File: config.mk
export PLATFORM = sky130hd
export DESIGN_NAME = rom_access_arbiter
export DESIGN_NICKNAME = d
export VERILOG_FILES = /design/src/rtl/rom_access_arbiter.sv
export SDC_FILE = /design/constraint.sdc
export NUM_CORES = 1
export LEC_CHECK = 0
export ABC_AREA = 1
export CAP_MARGIN = 0
export CORE_MARGIN = 4
export CORE_UTILIZATION = 38
export CTS_CLUSTER_SIZE = 14
export DETAILED_ROUTE_END_ITERATION = 8
export PLACE_DENSITY = 0.77
export SLEW_MARGIN = 20
export SYNTH_ARGS = -nofsm -noshare
export SYNTH_HDL_FRONTEND = slang
export SYNTH_SLANG_ARGS = --single-unit
File: constraint.sdc
create_clock -name fclk -period 1.25 [get_ports fclk]
set_input_delay 0.1875 -clock fclk [delete_from_list [all_inputs] [get_ports fclk]]
set_output_delay 0.1875 -clock fclk [all_outputs]
set_load 0.02 [all_outputs]
File: src/rtl/rom_access_arbiter.sv
// rom_access_arbiter: shares one asynchronous boot ROM between the cpu fetch path and the dma copy engine.
// Optional round-robin arbitration is enabled by defining ROM_ARB_RR_EN; otherwise cpu has fixed priority.
module rom_access_arbiter #(
    parameter int WAIT_CYCLES = 2,
    parameter int ADDR_W      = 16
) (
    input  logic              fclk,
    input  logic              rst,
    input  logic              cpu_req,
    input  logic [ADDR_W-1:0] cpu_addr,
    output logic              cpu_ack,
    output logic [7:0]        cpu_rdata,
    input  logic              dma_req,
    input  logic [ADDR_W-1:0] dma_addr,
    output logic              dma_ack,
    output logic [7:0]        dma_rdata,
    output logic [ADDR_W-1:0] rom_addr,
    output logic              rom_ce_n,
    input  logic [7:0]        rom_data,
    output logic              busy
);

    typedef enum logic [1:0] {
        S_IDLE,
        S_ACCESS,
        S_RECOVER
    } state_t;

    state_t            r_state, w_state_nx;
    logic [3:0]        r_cnt, w_cnt_nx;
    logic [ADDR_W-1:0] r_addr, w_addr_nx;
    logic              r_ce_n, w_ce_n_nx;
    logic              r_win_dma, w_win_dma_nx;
    logic              r_cpu_ack, w_cpu_ack_nx;
    logic              r_dma_ack, w_dma_ack_nx;
    logic [7:0]        r_cpu_rdata, w_cpu_rdata_nx;
    logic [7:0]        r_dma_rdata, w_dma_rdata_nx;
    logic              w_any_req;
    logic              w_pick_dma;

    assign w_any_req = cpu_req | dma_req;

`ifdef ROM_ARB_RR_EN
    logic r_last_dma;

    // On a tie, grant whichever requester did not win last; a lone request always wins.
    assign w_pick_dma = dma_req & (~cpu_req | ~r_last_dma);

    // Remember the most recent winner; reset favours cpu on the first tie.
    always_ff @(posedge fclk or posedge rst) begin
        if (rst)
            r_last_dma <= 1'b1;
        else if (r_state == S_IDLE && w_any_req)
            r_last_dma <= w_pick_dma;
    end
`else
    assign w_pick_dma = dma_req & ~cpu_req;
`endif

    // State register.
    always_ff @(posedge fclk or posedge rst) begin
        if (rst)
            r_state <= S_IDLE;
        else
            r_state <= w_state_nx;
    end

    // Next state plus next values of the ROM bus, wait counter, acks and read data.
    always_comb begin
        w_state_nx     = r_state;
        w_cnt_nx       = r_cnt;
        w_addr_nx      = r_addr;
        w_ce_n_nx      = r_ce_n;
        w_win_dma_nx   = r_win_dma;
        w_cpu_ack_nx   = 1'b0;
        w_dma_ack_nx   = 1'b0;
        w_cpu_rdata_nx = r_cpu_rdata;
        w_dma_rdata_nx = r_dma_rdata;
        case (r_state)
            S_IDLE: begin
                if (w_any_req) begin
                    w_state_nx   = S_ACCESS;
                    w_addr_nx    = w_pick_dma ? dma_addr : cpu_addr;
                    w_ce_n_nx    = 1'b0;
                    w_cnt_nx     = 4'(WAIT_CYCLES);
                    w_win_dma_nx = w_pick_dma;
                end
            end
            S_ACCESS: begin
                if (r_cnt != 4'd0) begin
                    w_cnt_nx = r_cnt - 4'd1;
                end else begin
                    w_state_nx = S_RECOVER;
                    w_ce_n_nx  = 1'b1;
                    if (r_win_dma) begin
                        w_dma_ack_nx   = 1'b1;
                        w_dma_rdata_nx = rom_data;
                    end else begin
                        w_cpu_ack_nx   = 1'b1;
                        w_cpu_rdata_nx = rom_data;
                    end
                end
            end
            S_RECOVER: w_state_nx = S_IDLE;
            default: begin
                w_state_nx = S_IDLE;
                w_ce_n_nx  = 1'b1;
            end
        endcase
    end

    // Registered datapath; reset drops chip enable at once and leaves read data at 0xFF.
    always_ff @(posedge fclk or posedge rst) begin
        if (rst) begin
            r_cnt       <= 4'd0;
            r_addr      <= '0;
            r_ce_n      <= 1'b1;
            r_win_dma   <= 1'b0;
            r_cpu_ack   <= 1'b0;
            r_dma_ack   <= 1'b0;
            r_cpu_rdata <= 8'hFF;
            r_dma_rdata <= 8'hFF;
        end else begin
            r_cnt       <= w_cnt_nx;
            r_addr      <= w_addr_nx;
            r_ce_n      <= w_ce_n_nx;
            r_win_dma   <= w_win_dma_nx;
            r_cpu_ack   <= w_cpu_ack_nx;
            r_dma_ack   <= w_dma_ack_nx;
            r_cpu_rdata <= w_cpu_rdata_nx;
            r_dma_rdata <= w_dma_rdata_nx;
        end
    end

    assign rom_addr  = r_addr;
    assign rom_ce_n  = r_ce_n;
    assign cpu_ack   = r_cpu_ack;
    assign dma_ack   = r_dma_ack;
    assign cpu_rdata = r_cpu_rdata;
    assign dma_rdata = r_dma_rdata;
    assign busy      = (r_state != S_IDLE);

endmodule

After elaboration in Yosys (flattened, before gate mapping)
Cells that the tools add are included.
{"block": "totals", "rom_bits": 0, "ramBits": 0, "latchBits": 0, "memories": 0, "reg_bits": 42, "elab_cells": 47}
{"block": "op_classes", "div_mod_pow": 0, "bitwise_logic": 6, "n_mux": 16, "add_sub_neg": 1, "reduce_logical": 10, "shifts": 0, "multipliers": 0, "n_eq_ne": 5, "magnitude_cmp": 0}
{"operator": "2-to-1 mux 16 bit", "n": 1}
{"operator": "AND reduction 3 bit", "n": 4}
{"operator": "2-to-1 mux 1 bit", "n": 8}
{"operator": "2-to-1 mux 4 bit", "n": 2}
{"operator": "one-hot mux 4 bit (2 select lines)", "n": 1}
{"operator": "!= test 2 bit (second input constant)", "n": 3}
{"operator": "2-to-1 mux 2 bit", "n": 2}
{"operator": "NOT 1 bit", "n": 4}
{"operator": "one-hot mux 2 bit (2 select lines)", "n": 1}
{"operator": "AND reduction 2 bit", "n": 2}
{"operator": "nonzero test 2 bit", "n": 2}
{"operator": "nonzero test 4 bit", "n": 1}
{"operator": "subtractor 4 x 1 -> 4 bit (second input constant)", "n": 1}
{"operator": "one-hot mux 1 bit (3 select lines)", "n": 1}
{"operator": "equality test 2 x 1 -> 1 bit (second input constant)", "n": 1}
{"operator": "equality test 2 bit (second input constant)", "n": 1}
{"operator": "zero test 2 bit", "n": 1}
{"operator": "bitwise AND 1 bit", "n": 1}
{"operator": "OR 1 bit", "n": 1}

Depth between registers and ports, before layout
{"block": "logic_depth", "ltp_word": 3, "depth_mapped": 8, "mapped_depth_nobuf": 7}

Least setup slack after synthesis
Ideal clock, no wire load.
{"block": "synth_path", "path_type": "register to register", "from": "reg r_cnt[0]", "to": "reg r_cpu_rdata[6], in the netlist cpu_rdata[6]", "t_arrival_ns": 1.207, "stages_incl_launch_ff": 9, "path_slack_ns": -0.034, "setup_ns": 0.077, "path_cell_list": "dfrtp_1 > inv_1 > ha_1 > nand2_2 > nor2_8 > nand2_4 > buf_6 > nand2_2 > o21ai_2"}
{"block": "synth_between", "elab_chain_len": 3}
{"element": "from (decl)", "line_no": "30", "text": "logic [3:0] r_cnt, w_cnt_nx;"}
{"element": "from (signal assigned)", "line_no": "124", "text": "r_cnt <= w_cnt_nx;"}
{"element": "nonzero test 4 bit", "line_no": "90", "text": "if (r_cnt != 4'd0) begin"}
{"element": "NOT 1 bit (no line)"}
{"element": "AND reduction 3 bit (no line)"}
{"element": "to (signal assigned)", "line_no": "130", "text": "r_cpu_rdata <= w_cpu_rdata_nx;"}
{"element": "to (decl)", "line_no": "36", "text": "logic [7:0] r_cpu_rdata, w_cpu_rdata_nx;"}
No other way between the ends.
A chain may end at the register's enable or synchronous reset.

Final worst setup path
{"block": "layout_path", "from": "reg r_state[0]", "to": "reg r_cnt[3]"}
{"block": "layout_between", "elab_chain_len": 3, "elab_cells_between_ends": 7}
{"element": "from (decl)", "line_no": "29", "text": "state_t r_state, w_state_nx;"}
{"element": "from (signal assigned)", "line_no": "65", "text": "r_state <= w_state_nx;"}
{"element": "equality test 2 x 1 -> 1 bit / zero test 2 bit (equally long branches)", "line_no": "79", "text": "case (r_state)"}
{"element": "!= test 2 bit (no line) / nonzero test 2 bit (equally long branches)"}
{"element": "AND reduction 3 bit (no line)"}
Parallel ways exist; a longest one is shown, timed or not.

==> metrics list <==
- Number of buffers created by CTS: 5
* Final GP Congestion: 0.769
* Buffer depth of the longest clock path: 2
- For the worst-skew pair, the clock arrives at the later sink with an insertion delay of 0.29 ns.
- The worst-case IR drop observed on VDD is between 1 and 1.5 mV.
* Combinational fraction of design power: 55.4%
* Synth top area cells: sky130_fd_sc_hd__dfrtp_1, sky130_fd_sc_hd__dfstp_2, sky130_fd_sc_hd__a21oi_1, sky130_fd_sc_hd__o21ai_2, sky130_fd_sc_hd__nand2_1
* Outcome: finished, violations left
* ANT nets after route: 0
* Worst path most repeated cell: sky130_fd_sc_hd__buf_4
- Compared with the post-synthesis result, the final layout area differs by 63.2%.
- For met2 alone, demand over resource in global routing was 26.2%.
- For this block, the initial DRC count from the detailed router was 53.
- Arrival time reported for the critical path endpoint: 1.53 ns
- At the pin with the least slew margin, the transition time is 0.467 ns.
* Num rows: 25
* Net count reported at finish: around 350
* Setup repair after global routing missed its margin: yes
- Proportion of synthesized area in mux cells: 0%
- Number of cells in the design after placement: 352
* Crit path setup slack, layout: -0.0556 ns
- Fill cells in the final layout number 410.
- Max-slew headroom at the worst pin: 68.8%
- Final standard cell count with taps included and fillers excluded: roughly 370
- Iteration count of the initial detailed-routing pass: 6
* H-tree levels: 2
- Seq cells post-synth: 42
* Post-synth EDFFs: 0
* Yosys top cell by area: sky130_fd_sc_hd__dfrtp_1
- The synthesized design devotes to its leading area cell type 32.9% of total area.
- By area, the combinational part of the netlist is dominated by compound AO/OA/AOI/OAI gates.
- Cell type group with the largest total delay on the critical path: buffers and inverters
- Req. time, crit path: 1.47 ns
* Syn Std Cell Area: 1900 sq um
- Avg Cell Area, Syn: 9.54 sq um
* Net Sw Power: 0.00343 W
- Dividing the final minimum period by the clock period gives 104%.
- Cell with the most instances after synthesis: sky130_fd_sc_hd__nand2_1
- Full die area: between 6000 and 7000 sq um
- Clock-pin slew was measured on the worst setup and hold paths at 0.08 ns.
- The worst hold path belongs to the class input port to async pin.
- The detailed router placed 1,735 vias in this run.
- The total area inside the core boundary comes to 4790 sq um.
- Counting every sink on the clock net gives 42.
* Number of instances in the synthesized netlist: 199
- Crit path capture: r_cnt[3]
- Util after Layout: 64.8%
* Chip Width: 78.7 um
- Number of distinct library cells after synthesis: 20
* Clk Tree Root Cell: sky130_fd_sc_hd__clkbuf_8
- The share of total power dissipated in sequential elements is between 30% and 40%.
- Worst Clk Skew: 0.00523 ns
- The tool flagged a number of max-cap violations equal to 0.
- Post-synthesis sequential area ratio: 56.5%
* Origin of the critical flop-to-flop path: r_state[0]
* Synth Flop Type: sky130_fd_sc_hd__dfrtp_1
- Logic depth of the worst register-to-register path: 9
- After detailed routing, the average wire length per cell comes to around 14 um.
* Remaining design rule violation count: 0
* Area of combinational cells with multiple inputs: 883 sq um
- For this run, the number of Yosys warnings is 0.
- Counting both buffers and inverters, the worst setup path holds a total of 5.
- GRT Overall Usage: 16.1%
* Share of post-route cells with drive strength above 1: a little over two fifths
* DP Wirelength: 3390 um
- TritonCTS built the clock tree.
* Pins over their slew limit: 0
- In this design, the stage delay of the slowest critical-path cell is 0.40 ns.
- The initial utilization of the core area, before any placement, comes to between 30% and 40%.
- In this run the vertical extent of the chip is 78.7 um.
- Xor and xnor fraction of the mapped netlist area: 0.461%
- Failing checks: setup timing
- Setup violations remaining at the end of the flow were counted as 27.
- For the finished layout, the period the worst path requires is 1.31 ns.
* Leading cell types by count after synthesis: sky130_fd_sc_hd__nand2_1, sky130_fd_sc_hd__a21oi_1, sky130_fd_sc_hd__dfrtp_1, sky130_fd_sc_hd__nor2_1
- The synthesized netlist devotes 17.6% of its cell area to compound gates.
* Critical Path End Type: flop
- Global Route met1 Usage: 20.7%
- Count of buffers from port buffering: just under 80
- In this run the worst path has a maximum fanout of 3.
* Total power density per cell area: 2570 nW/um^2
* Leakage Power: 1.40 nW
- Worst path slowest cell: sky130_fd_sc_hd__dfrtp_1
* Cell chain of the critical path: buf_4 > inv_4 > nor2_4 > buf_4 > buf_4 > buf_4 > nand4_1 > nand2_1 > nor2_1
* Wire length of the first global-routing pass: approximately 8000 um
- Adder-cell area share of the yosys netlist: roughly 1.3%
- I/O pins: 80
- By startpoint and endpoint, the worst setup path is classified as flop to flop.
- Relative contribution of the clock network to total power: roughly 11%
- Post-Syn Nets: 245
- Using the TritonRoute via totals, the vias-per-cell ratio works out to 4.70.
- Summing all flip-flop and latch instances after layout gives 1070 sq um.
* Cell internal power dissipation: between 0.004 and 0.005 W
- Worst reg-to-reg setup slack: -0.06 ns
- Most used routing layer: met2
* Initial antenna violation count: 0
- The number of antenna diodes in the final layout is 0.
- For this run, asynchronously set or reset flops after synthesis account for 100%.
- Of the total synthesized cell area, the portion taken by AND, OR, NAND and NOR gates is 17.4%.
- Vias in the first global route: between 1,500 and 2,000
- STA classifies the critical path startpoint as a flop.
- Net switching is 43.0% of the power.
- Post-detailed-routing wire length: 5020 um
- GR Util met3: ~5.3%
- Critical Path Start: r_state[0]
* Grt total ovfl: 0
- Peak clock frequency supported by timing: between 700 and 800 MHz
- Entering global routing, the biggest net connects 43 pins.
* Critical register-to-register path endpoint: r_cnt[3]
- Counting buffers and inverters, the worst setup path is 9 cells deep.
- Hold Buf Count CTS: 0
- The total count of hold-check failures in the final report came to 0.
[registers in the layout, indices dropped and copies added (netlist names)]
register,flops
rom_addr,16
r_cnt,4
dma_ack,1
cpu_rdata,8
r_win_dma,1
r_state,2
dma_rdata,8
rom_ce_n,1
cpu_ack,1
[final cells by class]
type	instances	share of cell area, %
Timing Repair inverter	1	0.202
Timing Repair Buffer	99	28.2
Tap cell	67	2.70
Clock inverter	1	0.161
Inverter	21	2.78
Clock buffer	7	2.78
Sequential cell	42	34.6
Multi-Input combinational cell	131	28.5
[what timing repair did]
action	CTS	global route
hold endpoints to repair	0	0
pin swaps	7	12
buffers inserted	4	2
resized for setup	120	26
endpoints found under the setup margin	72	40
gates cloned	2	2
[power by group through the flow]
stage | clock (W) | sequential [W] | combinational, W
floorplan | 0 | 0.00330 | 0.00167
global placement | 0 | 0.00260 | 0.00414
detailed placement | 0 | 0.00260 | 0.00423
CTS | 0.000920 | 0.00263 | 0.00414
global route | 0.000972 | 0.00276 | 0.00479
finish | 0.000892 | 0.00266 | 0.00442
[layout by cell type, fill, tap and decap left out, drive strengths merged]
cell,count
nand2,45
clkdlybuf4s50,42
buf,38
a21oi,32
dfrtp,25
nor2,25
o21ai,22
inv,20
dlygate4sd2,18
dfstp,17
clkbuf,7
nand3,3
clkinv,3
ha,2
xor2,1
nand4,1
dlymetal6s2s,1
[worst min-delay path by stage]
stage / to / slack (ns) / cells past startpoint
4_1_cts: r_cnt[0] / 0.24 / 3
3_5_place_dp: dma_rdata[7] / 0.47 / 2
5_1_grt: r_cnt[0] / 0.26 / 3
3_3_place_gp: rom_ce_n / 0.46 / 2
6_report: r_cnt[0] / 0.22 / 3
2_1_floorplan: rom_addr[10] / 0.33 / 2
[worst reg2reg max path: stages (launching register included)]
cell	delay, ns
sky130_fd_sc_hd__dfrtp_1	0.40
sky130_fd_sc_hd__buf_4	0.15
sky130_fd_sc_hd__inv_4	0.05
sky130_fd_sc_hd__nor2_4	0.04
sky130_fd_sc_hd__buf_4	0.12
sky130_fd_sc_hd__buf_4	0.13
sky130_fd_sc_hd__buf_4	0.13
sky130_fd_sc_hd__nand4_1	0.08
sky130_fd_sc_hd__nand2_1	0.06
sky130_fd_sc_hd__nor2_1	0.09
[cell families after synthesis]
kind of cell             after synthesis
buffers and inverters                 28
AND/OR/NAND/NOR                       72
XOR/XNOR                               1
adder cells (fa/ha/maj)                2
AO/OA/AOI/OAI                         54
flip-flops                            42
[through the flow]
step | worst slack, ns | instance area, sq um | TNS, ns | hold slack [ns] | power, W
5_1_grt | -0.116 | 3100 | -2.61 | 0.257 | 0.00851
6_report | -0.0556 | 3100 | -0.755 | 0.221 | 0.00797
2_1_floorplan | 0.00159 | 1900 | 0 | 0.328 | 0.00497
3_3_place_gp | -0.185 | 2840 | -4.35 | 0.461 | 0.00674
3_5_place_dp | -0.229 | 2840 | -5.59 | 0.467 | 0.00683
4_1_cts | -0.0545 | 2970 | -0.407 | 0.236 | 0.00769
[layer usage]
| metal | vias up | routed length, um |
|---|---|---|
| li1 | 845 | - |
| met1 | 804 | 2170 |
| met2 | 81 | 2330 |
| met3 | 5 | 486 |
| met4 | 0 | 38 |
| met5 | - | 0 |
No activity file was read; power rests on OpenSTA's default activity.
